===== config.mk =====
export PLATFORM = sky130hd
export DESIGN_NAME = sys_ctrl_burst_flat
export DESIGN_NICKNAME = d
export VERILOG_FILES = /design/src/rtl/sys_ctrl_burst_if.sv /design/src/rtl/sys_ctrl_burst.sv /design/src/flat_wrapper.sv
export SDC_FILE = /design/constraint.sdc
export NUM_CORES = 1
export LEC_CHECK = 0
export ABC_AREA = 1
export CAP_MARGIN = 15
export CORE_ASPECT_RATIO = 1.4
export CORE_UTILIZATION = 35
export DETAILED_ROUTE_END_ITERATION = 7
export PLACE_DENSITY = 0.69
export SETUP_SLACK_MARGIN = 0.4
export SLEW_MARGIN = 30
export SYNTH_ARGS = -nofsm -noshare
export SYNTH_HDL_FRONTEND = slang
export SYNTH_SLANG_ARGS = --single-unit

===== constraint.sdc =====
create_clock -name CLK -period 2.2 [get_ports CLK]
set_input_delay 0.22 -clock CLK [delete_from_list [all_inputs] [get_ports CLK]]
set_output_delay 0.22 -clock CLK [all_outputs]
set_load 0.02 [all_outputs]

===== src/rtl/sys_ctrl_burst_if.sv =====
// Bus bundle between the UART command controller and its RX/TX, register-file and ALU neighbours.
interface sys_ctrl_burst_if #(
   parameter int DATA_W = 8,
   parameter int ALU_W  = 16,
   parameter int FUNC_W = 4,
   parameter int ADDR_W = 4
);
   logic [DATA_W-1:0] RX_P_DATA;
   logic              RX_D_VLD;
   logic [DATA_W-1:0] RdData;
   logic              RdData_Valid;
   logic [ALU_W-1:0]  ALU_OUT;
   logic              OUT_Valid;
   logic              FIFO_FULL;
   logic [ADDR_W-1:0] Address;
   logic              WrEn;
   logic              RdEn;
   logic [DATA_W-1:0] WrData;
   logic [FUNC_W-1:0] ALU_FUN;
   logic              ALU_EN;
   logic              CLK_EN;
   logic [DATA_W-1:0] TX_P_DATA;
   logic              TX_D_VLD;
   logic              clk_div_en;
   logic              err_pulse;

   modport master (
      input  RX_P_DATA, RX_D_VLD, RdData, RdData_Valid, ALU_OUT, OUT_Valid, FIFO_FULL,
      output Address, WrEn, RdEn, WrData, ALU_FUN, ALU_EN, CLK_EN,
             TX_P_DATA, TX_D_VLD, clk_div_en, err_pulse
   );

   modport slave (
      output RX_P_DATA, RX_D_VLD, RdData, RdData_Valid, ALU_OUT, OUT_Valid, FIFO_FULL,
      input  Address, WrEn, RdEn, WrData, ALU_FUN, ALU_EN, CLK_EN,
             TX_P_DATA, TX_D_VLD, clk_div_en, err_pulse
   );
endinterface


===== src/rtl/sys_ctrl_burst.sv =====
// UART command controller: decodes byte-framed commands, drives the register file and ALU,
// streams read data / ALU results / NACK bytes to the TX FIFO, aborts on inter-byte timeout.
module sys_ctrl_burst #(
   parameter int              DATA_W   = 8,
   parameter int              ALU_W    = 16,
   parameter int              FUNC_W   = 4,
   parameter int              ADDR_W   = 4,
   parameter int              TMO_CYC  = 1023,
   parameter logic [DATA_W-1:0] NACK_VAL = DATA_W'(8'hFF)
) (
   input  logic            CLK,
   input  logic            RST,
   sys_ctrl_burst_if.master bus
);
   localparam int NBYTES   = ALU_W / DATA_W;
   localparam int IDX_W    = (NBYTES > 1) ? $clog2(NBYTES) : 1;
   localparam int TMO_W    = (TMO_CYC > 1) ? $clog2(TMO_CYC + 1) : 1;
   localparam int TMO_LAST = (TMO_CYC > 0) ? TMO_CYC - 1 : 0;

   localparam logic [DATA_W-1:0] CMD_WR    = DATA_W'(8'hAA);
   localparam logic [DATA_W-1:0] CMD_RD    = DATA_W'(8'hBB);
   localparam logic [DATA_W-1:0] CMD_OPS   = DATA_W'(8'hCC);
   localparam logic [DATA_W-1:0] CMD_EXEC  = DATA_W'(8'hDD);
   localparam logic [DATA_W-1:0] CMD_BURST = DATA_W'(8'hEE);

   typedef enum logic [3:0] {
      IDLE, WR_ADDR, WR_DATA, RD_ADDR, RD_CNT, RD_REQ, RD_WAIT, RD_TX,
      OP_A, OP_B, ALU_FUNC, ALU_WAIT, ALU_TX, NACK
   } state_t;

   state_t            state_reg, state_next;
   logic [ADDR_W-1:0] addr_reg;
   logic [FUNC_W-1:0] func_reg;
   logic [DATA_W-1:0] cnt_reg;
   logic [DATA_W-1:0] data_reg;
   logic [ALU_W-1:0]  alu_reg;
   logic [IDX_W-1:0]  byte_idx_reg;
   logic [TMO_W-1:0]  tmo_reg;
   logic              burst_reg;
   logic              alu_en_reg;

   logic              rx_vld;
   logic [DATA_W-1:0] rx_byte;
   logic              awaiting;
   logic              tmo_hit;
   logic              tx_push;
   logic              last_byte;
   logic [DATA_W-1:0] alu_bytes [NBYTES];

   genvar gi;
   generate
      for (gi = 0; gi < NBYTES; gi++) begin : g_alu_bytes
         assign alu_bytes[gi] = alu_reg[gi*DATA_W +: DATA_W];
      end
   endgenerate

   assign rx_vld    = bus.RX_D_VLD;
   assign rx_byte   = bus.RX_P_DATA;
   assign awaiting  = (state_reg inside {WR_ADDR, WR_DATA, RD_ADDR, RD_CNT, OP_A, OP_B, ALU_FUNC});
   assign tmo_hit   = (TMO_CYC != 0) && awaiting && !rx_vld && (tmo_reg == TMO_W'(TMO_LAST));
   assign tx_push   = (state_reg inside {RD_TX, ALU_TX, NACK}) && !bus.FIFO_FULL;
   assign last_byte = (byte_idx_reg == IDX_W'(NBYTES - 1));

   always_ff @(posedge CLK or negedge RST) begin
      if (!RST) state_reg <= IDLE;
      else      state_reg <= state_next;
   end

   always_comb begin
      state_next = state_reg;
      if (tmo_hit) begin
         state_next = IDLE;
      end else begin
         case (state_reg)
            IDLE: if (rx_vld) begin
               if      (rx_byte == CMD_WR)                         state_next = WR_ADDR;
               else if (rx_byte == CMD_RD || rx_byte == CMD_BURST) state_next = RD_ADDR;
               else if (rx_byte == CMD_OPS)                        state_next = OP_A;
               else if (rx_byte == CMD_EXEC)                       state_next = ALU_FUNC;
               else                                                state_next = NACK;
            end
            WR_ADDR:  if (rx_vld) state_next = WR_DATA;
            WR_DATA:  if (rx_vld) state_next = IDLE;
            RD_ADDR:  if (rx_vld) state_next = burst_reg ? RD_CNT : RD_REQ;
            RD_CNT:   if (rx_vld) state_next = (rx_byte == '0) ? NACK : RD_REQ;
            RD_REQ:   state_next = RD_WAIT;
            RD_WAIT:  if (bus.RdData_Valid) state_next = RD_TX;
            RD_TX:    if (tx_push) state_next = (cnt_reg == DATA_W'(1)) ? IDLE : RD_REQ;
            OP_A:     if (rx_vld) state_next = OP_B;
            OP_B:     if (rx_vld) state_next = ALU_FUNC;
            ALU_FUNC: if (rx_vld) state_next = ALU_WAIT;
            ALU_WAIT: if (bus.OUT_Valid) state_next = ALU_TX;
            ALU_TX:   if (tx_push && last_byte) state_next = IDLE;
            NACK:     if (tx_push) state_next = IDLE;
            default:  state_next = IDLE;
         endcase
      end
   end

   always_ff @(posedge CLK or negedge RST) begin
      if (!RST) begin
         addr_reg     <= '0;
         func_reg     <= '0;
         cnt_reg      <= '0;
         data_reg     <= '0;
         alu_reg      <= '0;
         byte_idx_reg <= '0;
         tmo_reg      <= '0;
         burst_reg    <= 1'b0;
         alu_en_reg   <= 1'b0;
      end else begin
         tmo_reg    <= (awaiting && !rx_vld && !tmo_hit) ? tmo_reg + TMO_W'(1) : '0;
         alu_en_reg <= (state_reg == ALU_FUNC) && rx_vld;
         case (state_reg)
            IDLE:     if (rx_vld) burst_reg <= (rx_byte == CMD_BURST);
            WR_ADDR:  if (rx_vld) addr_reg <= rx_byte[ADDR_W-1:0];
            RD_ADDR:  if (rx_vld) begin
               addr_reg <= rx_byte[ADDR_W-1:0];
               cnt_reg  <= DATA_W'(1);
            end
            RD_CNT:   if (rx_vld) cnt_reg <= rx_byte;
            RD_WAIT:  if (bus.RdData_Valid) data_reg <= bus.RdData;
            // address wraps naturally at 2^ADDR_W
            RD_TX:    if (tx_push) begin
               cnt_reg  <= cnt_reg - DATA_W'(1);
               addr_reg <= addr_reg + ADDR_W'(1);
            end
            ALU_FUNC: if (rx_vld) func_reg <= rx_byte[FUNC_W-1:0];
            ALU_WAIT: if (bus.OUT_Valid) begin
               alu_reg      <= bus.ALU_OUT;
               byte_idx_reg <= '0;
            end
            ALU_TX:   if (tx_push) byte_idx_reg <= byte_idx_reg + IDX_W'(1);
            default: ;
         endcase
      end
   end

   // Outputs are decoded from state so an async reset drops every strobe immediately.
   always_comb begin
      bus.Address    = addr_reg;
      bus.WrEn       = 1'b0;
      bus.RdEn       = 1'b0;
      bus.WrData     = '0;
      bus.ALU_FUN    = func_reg;
      bus.ALU_EN     = alu_en_reg;
      bus.CLK_EN     = 1'b0;
      bus.TX_P_DATA  = '0;
      bus.TX_D_VLD   = 1'b0;
      bus.clk_div_en = 1'b1;
      bus.err_pulse  = tmo_hit;
      case (state_reg)
         WR_DATA: begin
            bus.WrEn   = rx_vld;
            bus.WrData = rx_byte;
         end
         OP_A: begin
            bus.Address = '0;
            bus.WrEn    = rx_vld;
            bus.WrData  = rx_byte;
         end
         OP_B: begin
            bus.Address = ADDR_W'(1);
            bus.WrEn    = rx_vld;
            bus.WrData  = rx_byte;
         end
         RD_REQ: bus.RdEn = 1'b1;
         RD_TX: begin
            bus.TX_P_DATA = data_reg;
            bus.TX_D_VLD  = !bus.FIFO_FULL;
         end
         ALU_FUNC, ALU_WAIT: bus.CLK_EN = 1'b1;
         ALU_TX: begin
            bus.CLK_EN    = 1'b1;
            bus.TX_P_DATA = alu_bytes[byte_idx_reg];
            bus.TX_D_VLD  = !bus.FIFO_FULL;
         end
         NACK: begin
            bus.TX_P_DATA = NACK_VAL;
            bus.TX_D_VLD  = !bus.FIFO_FULL;
            bus.err_pulse = !bus.FIFO_FULL;
         end
         default: ;
      endcase
   end
endmodule

===== src/flat_wrapper.sv =====
// flat-port wrapper written by rule: the top's interface ports become plain ports
module sys_ctrl_burst_flat 
#(
   parameter int              DATA_W   = 8,
   parameter int              ALU_W    = 16,
   parameter int              FUNC_W   = 4,
   parameter int              ADDR_W   = 4,
   parameter int              TMO_CYC  = 1023,
   parameter logic [DATA_W-1:0] NACK_VAL = DATA_W'(8'hFF)
)
  (CLK, RST, bus_RX_P_DATA, bus_RX_D_VLD, bus_RdData, bus_RdData_Valid, bus_ALU_OUT, bus_OUT_Valid, bus_FIFO_FULL, bus_Address, bus_WrEn, bus_RdEn, bus_WrData, bus_ALU_FUN, bus_ALU_EN, bus_CLK_EN, bus_TX_P_DATA, bus_TX_D_VLD, bus_clk_div_en, bus_err_pulse);
  sys_ctrl_burst_if #(.DATA_W(DATA_W), .ALU_W(ALU_W), .FUNC_W(FUNC_W), .ADDR_W(ADDR_W)) bus_i ();
  input  logic CLK;
  input  logic RST;
  input wire logic [$bits(bus_i.RX_P_DATA)-1:0] bus_RX_P_DATA;
  input wire logic [$bits(bus_i.RX_D_VLD)-1:0] bus_RX_D_VLD;
  input wire logic [$bits(bus_i.RdData)-1:0] bus_RdData;
  input wire logic [$bits(bus_i.RdData_Valid)-1:0] bus_RdData_Valid;
  input wire logic [$bits(bus_i.ALU_OUT)-1:0] bus_ALU_OUT;
  input wire logic [$bits(bus_i.OUT_Valid)-1:0] bus_OUT_Valid;
  input wire logic [$bits(bus_i.FIFO_FULL)-1:0] bus_FIFO_FULL;
  output wire logic [$bits(bus_i.Address)-1:0] bus_Address;
  output wire logic [$bits(bus_i.WrEn)-1:0] bus_WrEn;
  output wire logic [$bits(bus_i.RdEn)-1:0] bus_RdEn;
  output wire logic [$bits(bus_i.WrData)-1:0] bus_WrData;
  output wire logic [$bits(bus_i.ALU_FUN)-1:0] bus_ALU_FUN;
  output wire logic [$bits(bus_i.ALU_EN)-1:0] bus_ALU_EN;
  output wire logic [$bits(bus_i.CLK_EN)-1:0] bus_CLK_EN;
  output wire logic [$bits(bus_i.TX_P_DATA)-1:0] bus_TX_P_DATA;
  output wire logic [$bits(bus_i.TX_D_VLD)-1:0] bus_TX_D_VLD;
  output wire logic [$bits(bus_i.clk_div_en)-1:0] bus_clk_div_en;
  output wire logic [$bits(bus_i.err_pulse)-1:0] bus_err_pulse;
  assign bus_i.RX_P_DATA = bus_RX_P_DATA;
  assign bus_i.RX_D_VLD = bus_RX_D_VLD;
  assign bus_i.RdData = bus_RdData;
  assign bus_i.RdData_Valid = bus_RdData_Valid;
  assign bus_i.ALU_OUT = bus_ALU_OUT;
  assign bus_i.OUT_Valid = bus_OUT_Valid;
  assign bus_i.FIFO_FULL = bus_FIFO_FULL;
  assign bus_Address = bus_i.Address;
  assign bus_WrEn = bus_i.WrEn;
  assign bus_RdEn = bus_i.RdEn;
  assign bus_WrData = bus_i.WrData;
  assign bus_ALU_FUN = bus_i.ALU_FUN;
  assign bus_ALU_EN = bus_i.ALU_EN;
  assign bus_CLK_EN = bus_i.CLK_EN;
  assign bus_TX_P_DATA = bus_i.TX_P_DATA;
  assign bus_TX_D_VLD = bus_i.TX_D_VLD;
  assign bus_clk_div_en = bus_i.clk_div_en;
  assign bus_err_pulse = bus_i.err_pulse;
  sys_ctrl_burst #(.DATA_W(DATA_W), .ALU_W(ALU_W), .FUNC_W(FUNC_W), .ADDR_W(ADDR_W), .TMO_CYC(TMO_CYC), .NACK_VAL(NACK_VAL)) u_core (.CLK(CLK), .RST(RST), .bus(bus_i));
endmodule

==> reports/results.ini, run 1 <==
[synthesis]
yosysSeqAreaShare=0.432
synth_most_common_cell=nand2_1
ys_ff_latch=57
synthTopCellsByCount=88 x nand2_1, 57 x dfrtp_1, 51 x inv_1, 51 x nor2_1, 32 x nand3_1
synth_area_leader_cell=dfrtp_1
synth_cells=415
synth_nets=458
synth_edf_count=0
avgSynthCellArea_um2=7.95
yosys.area.top_type_share=0.432
synth_area_leaders=dfrtp_1 43%, nand2_1 10%, mux2_2 8.2%
ys.flop_type=dfrtp_1
ys_types=34
yosysWarnings=0
async_flop_share=1.00
netlist_area_mm2=0.00330

[routing]
finalWirelength_um=9070
vias_per_cell=5.10
vias=3195
drt_iter0_drc=195
post_drt_wl_per_cell_um=14.5
drt_pass1_iterations=6
final_antenna_net_count=0
remaining_drc_errors=10

[power]
power_switching_uw=2390
p_per_area_mw_per_mm2=1310
p_int_uw=3760
swShare=0.389
ir_drop_uv=655
seqPwrFrac=0.287
power.leakage_uw=0.00231
p_comb_frac=0.466
clkPwrFrac=0.247

[worst_setup_path]
cpMostUsedCell=nor2_4
cp_top_family=flip-flops
crit_chain=nor2_4, inv_2, nor2_4, inv_4, o211ai_1, buf_4
startpoint_type=flop
arrival_ps=1640
critPathBufInv=3
critPathKind=reg -> out
endpoint_kind=output port
worstPathRequired_ps=1980
crit_path_max_incr_delay_ps=440
path_max_fanout=7
slowest_stage=dfrtp_2

[placement]
dpl-instance-area_mm2=0.00416
gp_congestion=0.930
hpwl_um=6710
io_buffers=67

[sta]
fin_tns_setup_ps=0
hold_violations=0
rsz0062_at_grt=true
relSlewSlack=0.608
timing.fmax_mhz=538
tightest_slew_ps=588
drv_slew=0
finalSetupViolations=0
final.period_utilization=0.844
finClkSkew_ps=8.95
period_needed_ps=1860

[die]
core_mm2=0.00908
die_x_um=84.1
io_pins=69
rows=41
die_y_um=117
initial_core_util=0.363
dieArea_mm2=0.00982

[clock_tree]
clk_pin_slew_ps=50
clock_latency_ps=330
numCtsBuffers=9
cts_tree=done
cts-root-buf=clkbuf_16
cts-htree-levels=3
clock_path_buffers=2
cts.sinks=57

[layout]
largest_reg_flops=16
antennaDiodeCount=0
drive_gt1_frac=0.274
final_nets=558
final_area_mm2=0.00470
syn2layout_area_growth_pct=42.5

[hold_path]
hold_path_class=in -> async

[global_routing]
grt_overflow=0
grt_pass1_vias=3127
antenna_found_initial=0
grt_pass1_wl_um=14700
grt_usage=0.192
grt_max_degree=36

[job]
max_cap_viol_count=0

[status]
violations=DRC
status=finished, violations left

[repair_timing]
item	CTS	global route
pin swaps	12	8
setup buffers	11	6
endpoints found under the hold margin	22	0
setup endpoints to repair	25	44
hold buffers	1	0
gates cloned	0	0
gates resized for setup	134	32
[path summary, 6_finish.rpt]
path                       slack, ps                   from  depth (start not counted)               endpoint
setup / recovery                 340    u_core.state_reg[0]                          6       bus_TX_P_DATA[1]
hold / removal                   430                    RST                          2      u_core.cnt_reg[4]
setup reg to reg                 440    u_core.state_reg[1]                         12    u_core.state_reg[2]
hold reg to reg                  480  u_core.bus.ALU_FUN[2]                          2  u_core.bus.ALU_FUN[2]
max in group asynchronous       1170                    RST                          3    u_core.state_reg[0]
min in group CLK                 480  u_core.bus.ALU_FUN[2]                          2  u_core.bus.ALU_FUN[2]
[per-layer routing]
| metal | vias to the layer above | wire length, um | track usage |
|---|---|---|---|
| met3 | 17 | 449 | 0.0561 |
| met2 | 82 | 4670 | 0.339 |
| li1 | 1555 | - | - |
| met5 | - | 0 | 0 |
| met1 | 1541 | 3760 | 0.221 |
| met4 | 0 | 187 | 0.0770 |
[worst reg2reg max path: stages, from the launching register on]
cell and delay [ps]:
dfrtp_2 440, inv_2 120, nor2_4 50, buf_4 130, buf_4 120, buf_4 130
nand3_1 100, nand2_1 90, nor2_1 110, nand2_1 110, nor2_4 130, nand3_1 100
nand2_1 60
[cell families after synthesis]
kind of cell               synth area share
xor gates and xnor gates             0.0133
muxes                                 0.103
adders and majority gates            0.0190
other                               0.00114
AOI/OAI and AO/OA                     0.106
buffers and inverters                0.0800
and+or+nand+nor                       0.245
DFF                                   0.432
[cells in the final DEF, fill, tap and decap left out, types with 4 or more instances in the layout]
master,instances
nor2_1,41
inv_2,10
nand3_1,30
dfrtp_1,53
nand2_2,6
mux2i_1,7
dfrtp_2,4
nand2_1,81
nor3_1,5
o21ai_0,22
o22ai_1,4
a21oi_1,11
nor2_2,4
buf_6,7
buf_2,11
inv_1,44
ha_1,5
nor2_4,9
clkdlybuf4s50_1,41
mux2_2,24
buf_4,34
o211ai_1,8
clkbuf_16,9
o21ai_1,7
[final cells by class]
type | instances | area, um^2
Timing Repair Buffer | 98 | 845
Fill cell | 842 | 4380
Tap cell | 107 | 134
Sequential cell | 57 | 1430
Clock inverter | 4 | 76.3
Inverter | 57 | 219
Clock buffer | 11 | 253
Multi-Input combinational cell | 292 | 1740
[stage by stage]
stage | total power (uW) | worst slack (ps) | utilization | hold slack [ps] | instances
after floorplan | 3310 | 541 | - | -75.6 | 415
after global placement | 4230 | 101 | 0.458 | 242 | 593
after detailed placement | 4280 | 31.8 | 0.458 | 251 | 593
after CTS | 6030 | 352 | 0.508 | 446 | 620
after global routing | 6570 | 252 | 0.518 | 490 | 626
final | 6150 | 343 | 0.518 | 426 | 626
[power groups by stage]
stage / Combinational (uW) / Clock, uW / Sequential [uW]
after global placement: 2490 / 0 / 1740
after global routing: 3150 / 1610 / 1810
final: 2870 / 1520 / 1770
after floorplan: 1610 / 0 / 1700
after CTS: 2720 / 1550 / 1750
after detailed placement: 2520 / 0 / 1760
No activity file was read; power rests on OpenSTA's default activity.
==> run 2, diff against run 1 <==
PLACE_DENSITY = 0.72   (was 0.69)
clock period = 1.61 ns   (was 2.2 ns; I/O delays follow)
==> run 2 against run 1 <==
Against the previous run:
- the run ends with DRC, setup timing left
- utilization is 12 points higher
- combinational power is 93% higher
- global-route usage is 2.2 points higher
- critical path depth is 3 higher
- register-to-register slack worse by 630 ps
- cell area is 23% higher
- sequential power is 40% higher
- largest power group unchanged
- total power is 58% higher
==> reports/results.ini, run 2 (synthesized netlist as in run 1, its figures left out) <==
[status]
status=finished, violations left
violations=DRC, setup timing

[placement]
hpwl_um=6900
place_ws_ps=-318
io_buffers=67
gp_congestion=0.891

[layout]
antennaDiodeCount=0
drive_gt1_frac=0.480
nFillCells=698
syn2layout_area_growth_pct=75.5
final_cell_mix=67 x buf_4, 59 x nand2_1, 53 x dfrtp_1
final_nets=625
largest_reg_flops=16
mostFrequentLayoutCell=buf_4

[power]
p_per_area_mw_per_mm2=1680
power.leakage_uw=0.00281
ir_drop_uv=990
p_int_uw=5700
p_comb_frac=0.570
power_switching_uw=4050
p_total_uw=9740
clkPwrFrac=0.176
seqPwrFrac=0.254
swShare=0.415

[global_routing]
grt_pass1_vias=3575
grt_pass1_wl_um=16400
grt_usage=0.215
grt_max_degree=58
grt_overflow=0
antenna_found_initial=0

[routing]
final_antenna_net_count=0
post_drt_wl_per_cell_um=15.7
finalWirelength_um=10900
drt_iter0_drc=181
vias_per_cell=5.14
remaining_drc_errors=8
drt_pass1_iterations=8
vias=3569

[sta]
setup_ws_ps=-242
hold_violations=0
finalSetupViolations=59
final.period_utilization=1.15
drv_slew=0
period_needed_ps=1850
rsz0062_at_grt=true
timing.fmax_mhz=540
finClkSkew_ps=7.67

[clock_tree]
cts_tree=done
cts-htree-levels=3
clock_path_buffers=2
cts.sinks=57
clk_pin_slew_ps=60
clock_latency_ps=330
cts-root-buf=clkbuf_16
numCtsBuffers=9

[worst_setup_path]
startpoint_type=flop
critPathKind=reg -> out
arrival_ps=1690
worstPathRequired_ps=1450
endpoint_kind=output port
path_max_fanout=5

[die]
die_x_um=84.1
initial_core_util=0.363
io_pins=69
die_y_um=117
core_mm2=0.00908
rows=41
dieArea_mm2=0.00982

[hold_path]
hold_path_class=in -> async

[job]
max_cap_viol_count=0

run 2: changes by cell type in the layout (fill, tap and decap cells not counted), sizes merged:
cell / before / now
bufinv: 2 / 0
clkdlybuf4s15: 0 / 3
nand3b: 1 / 2
buf: 53 / 120
nand2: 90 / 91
clkdlybuf4s50: 41 / 36
clkinvlp: 1 / 3
clkbuf: 14 / 9
dlygate4sd2: 0 / 2
clkinv: 2 / 6
run 2: path summary, 6_finish.rpt:
check	slack, ps	startpoint	endpoint	depth (start not counted)
worst max-delay path	-240	u_core.state_reg[1]	bus_err_pulse	9
worst min-delay path	380	RST	u_core.cnt_reg[4]	3
worst max register to register	-190	u_core.state_reg[1]	u_core.state_reg[3]	13
worst min register to register	480	u_core.bus.ALU_FUN[3]	u_core.bus.ALU_FUN[3]	2
max in group asynchronous	940	RST	u_core.state_reg[0]	3
min in group CLK	440	bus_ALU_OUT[4]	u_core.alu_reg[4]	2
run 2: final cells by class:
class                           instances  area (um^2)  share of cell area
Clock buffer                            9          225              0.0389
Clock inverter                          7         47.5             0.00821
Inverter                               57          241              0.0417
Multi-Input combinational cell        294         2160               0.373
Sequential cell                        57         1430               0.247
Tap cell                              107          134              0.0231
Timing Repair Buffer                  162         1540               0.266
Timing Repair inverter                  1         7.51             0.00130
run 2: timing repair:
item,CTS,global route
hold buffers,1,0
cloned,3,0
setup buffers,17,10
hold endpoints to repair,57,0
pin swaps,25,25
endpoints found under the setup margin,87,85
gates resized for setup,260,70
run 2: metal layers:
layer / part of all wire / track usage / vias up
li1: - / - / 1698
met1: 0.37 / 0.227 / 1710
met2: 0.54 / 0.402 / 125
met3: 0.054 / 0.0491 / 36
met4: 0.039 / 0.107 / 0
met5: 0 / 0 / -
run 2: metrics by stage:
stage          setup TNS, ps   util  std cells  hold WS, ps  instance area [um^2]
2_1_floorplan              0      -        415         -135                  3430
3_3_place_gp           -7230  0.516        647          187                  4680
3_5_place_dp           -8810  0.516        647          200                  4680
4_1_cts                -4770  0.605        684          402                  5490
5_1_grt                -9840  0.638        694          422                  5790
6_report               -6760  0.638        694          376                  5790
run 2: critical path: stages (launching register included):
cell	delay, ps
dfrtp_2	460
inv_2	80
nor2_2	170
inv_2	90
nor2_4	130
nor2_4	40
nand3_2	90
nand3_4	90
o21ai_4	70
buf_6	130
run 2: power groups by stage:
stage               combinational (uW)  clock [uW]  sequential (uW)
floorplan                         2380           0             2340
global placement                  3960           0             2370
detailed placement                4030           0             2400
CTS                               4930        1740             2420
global route                      5920        1820             2530
finish                            5550        1720             2480
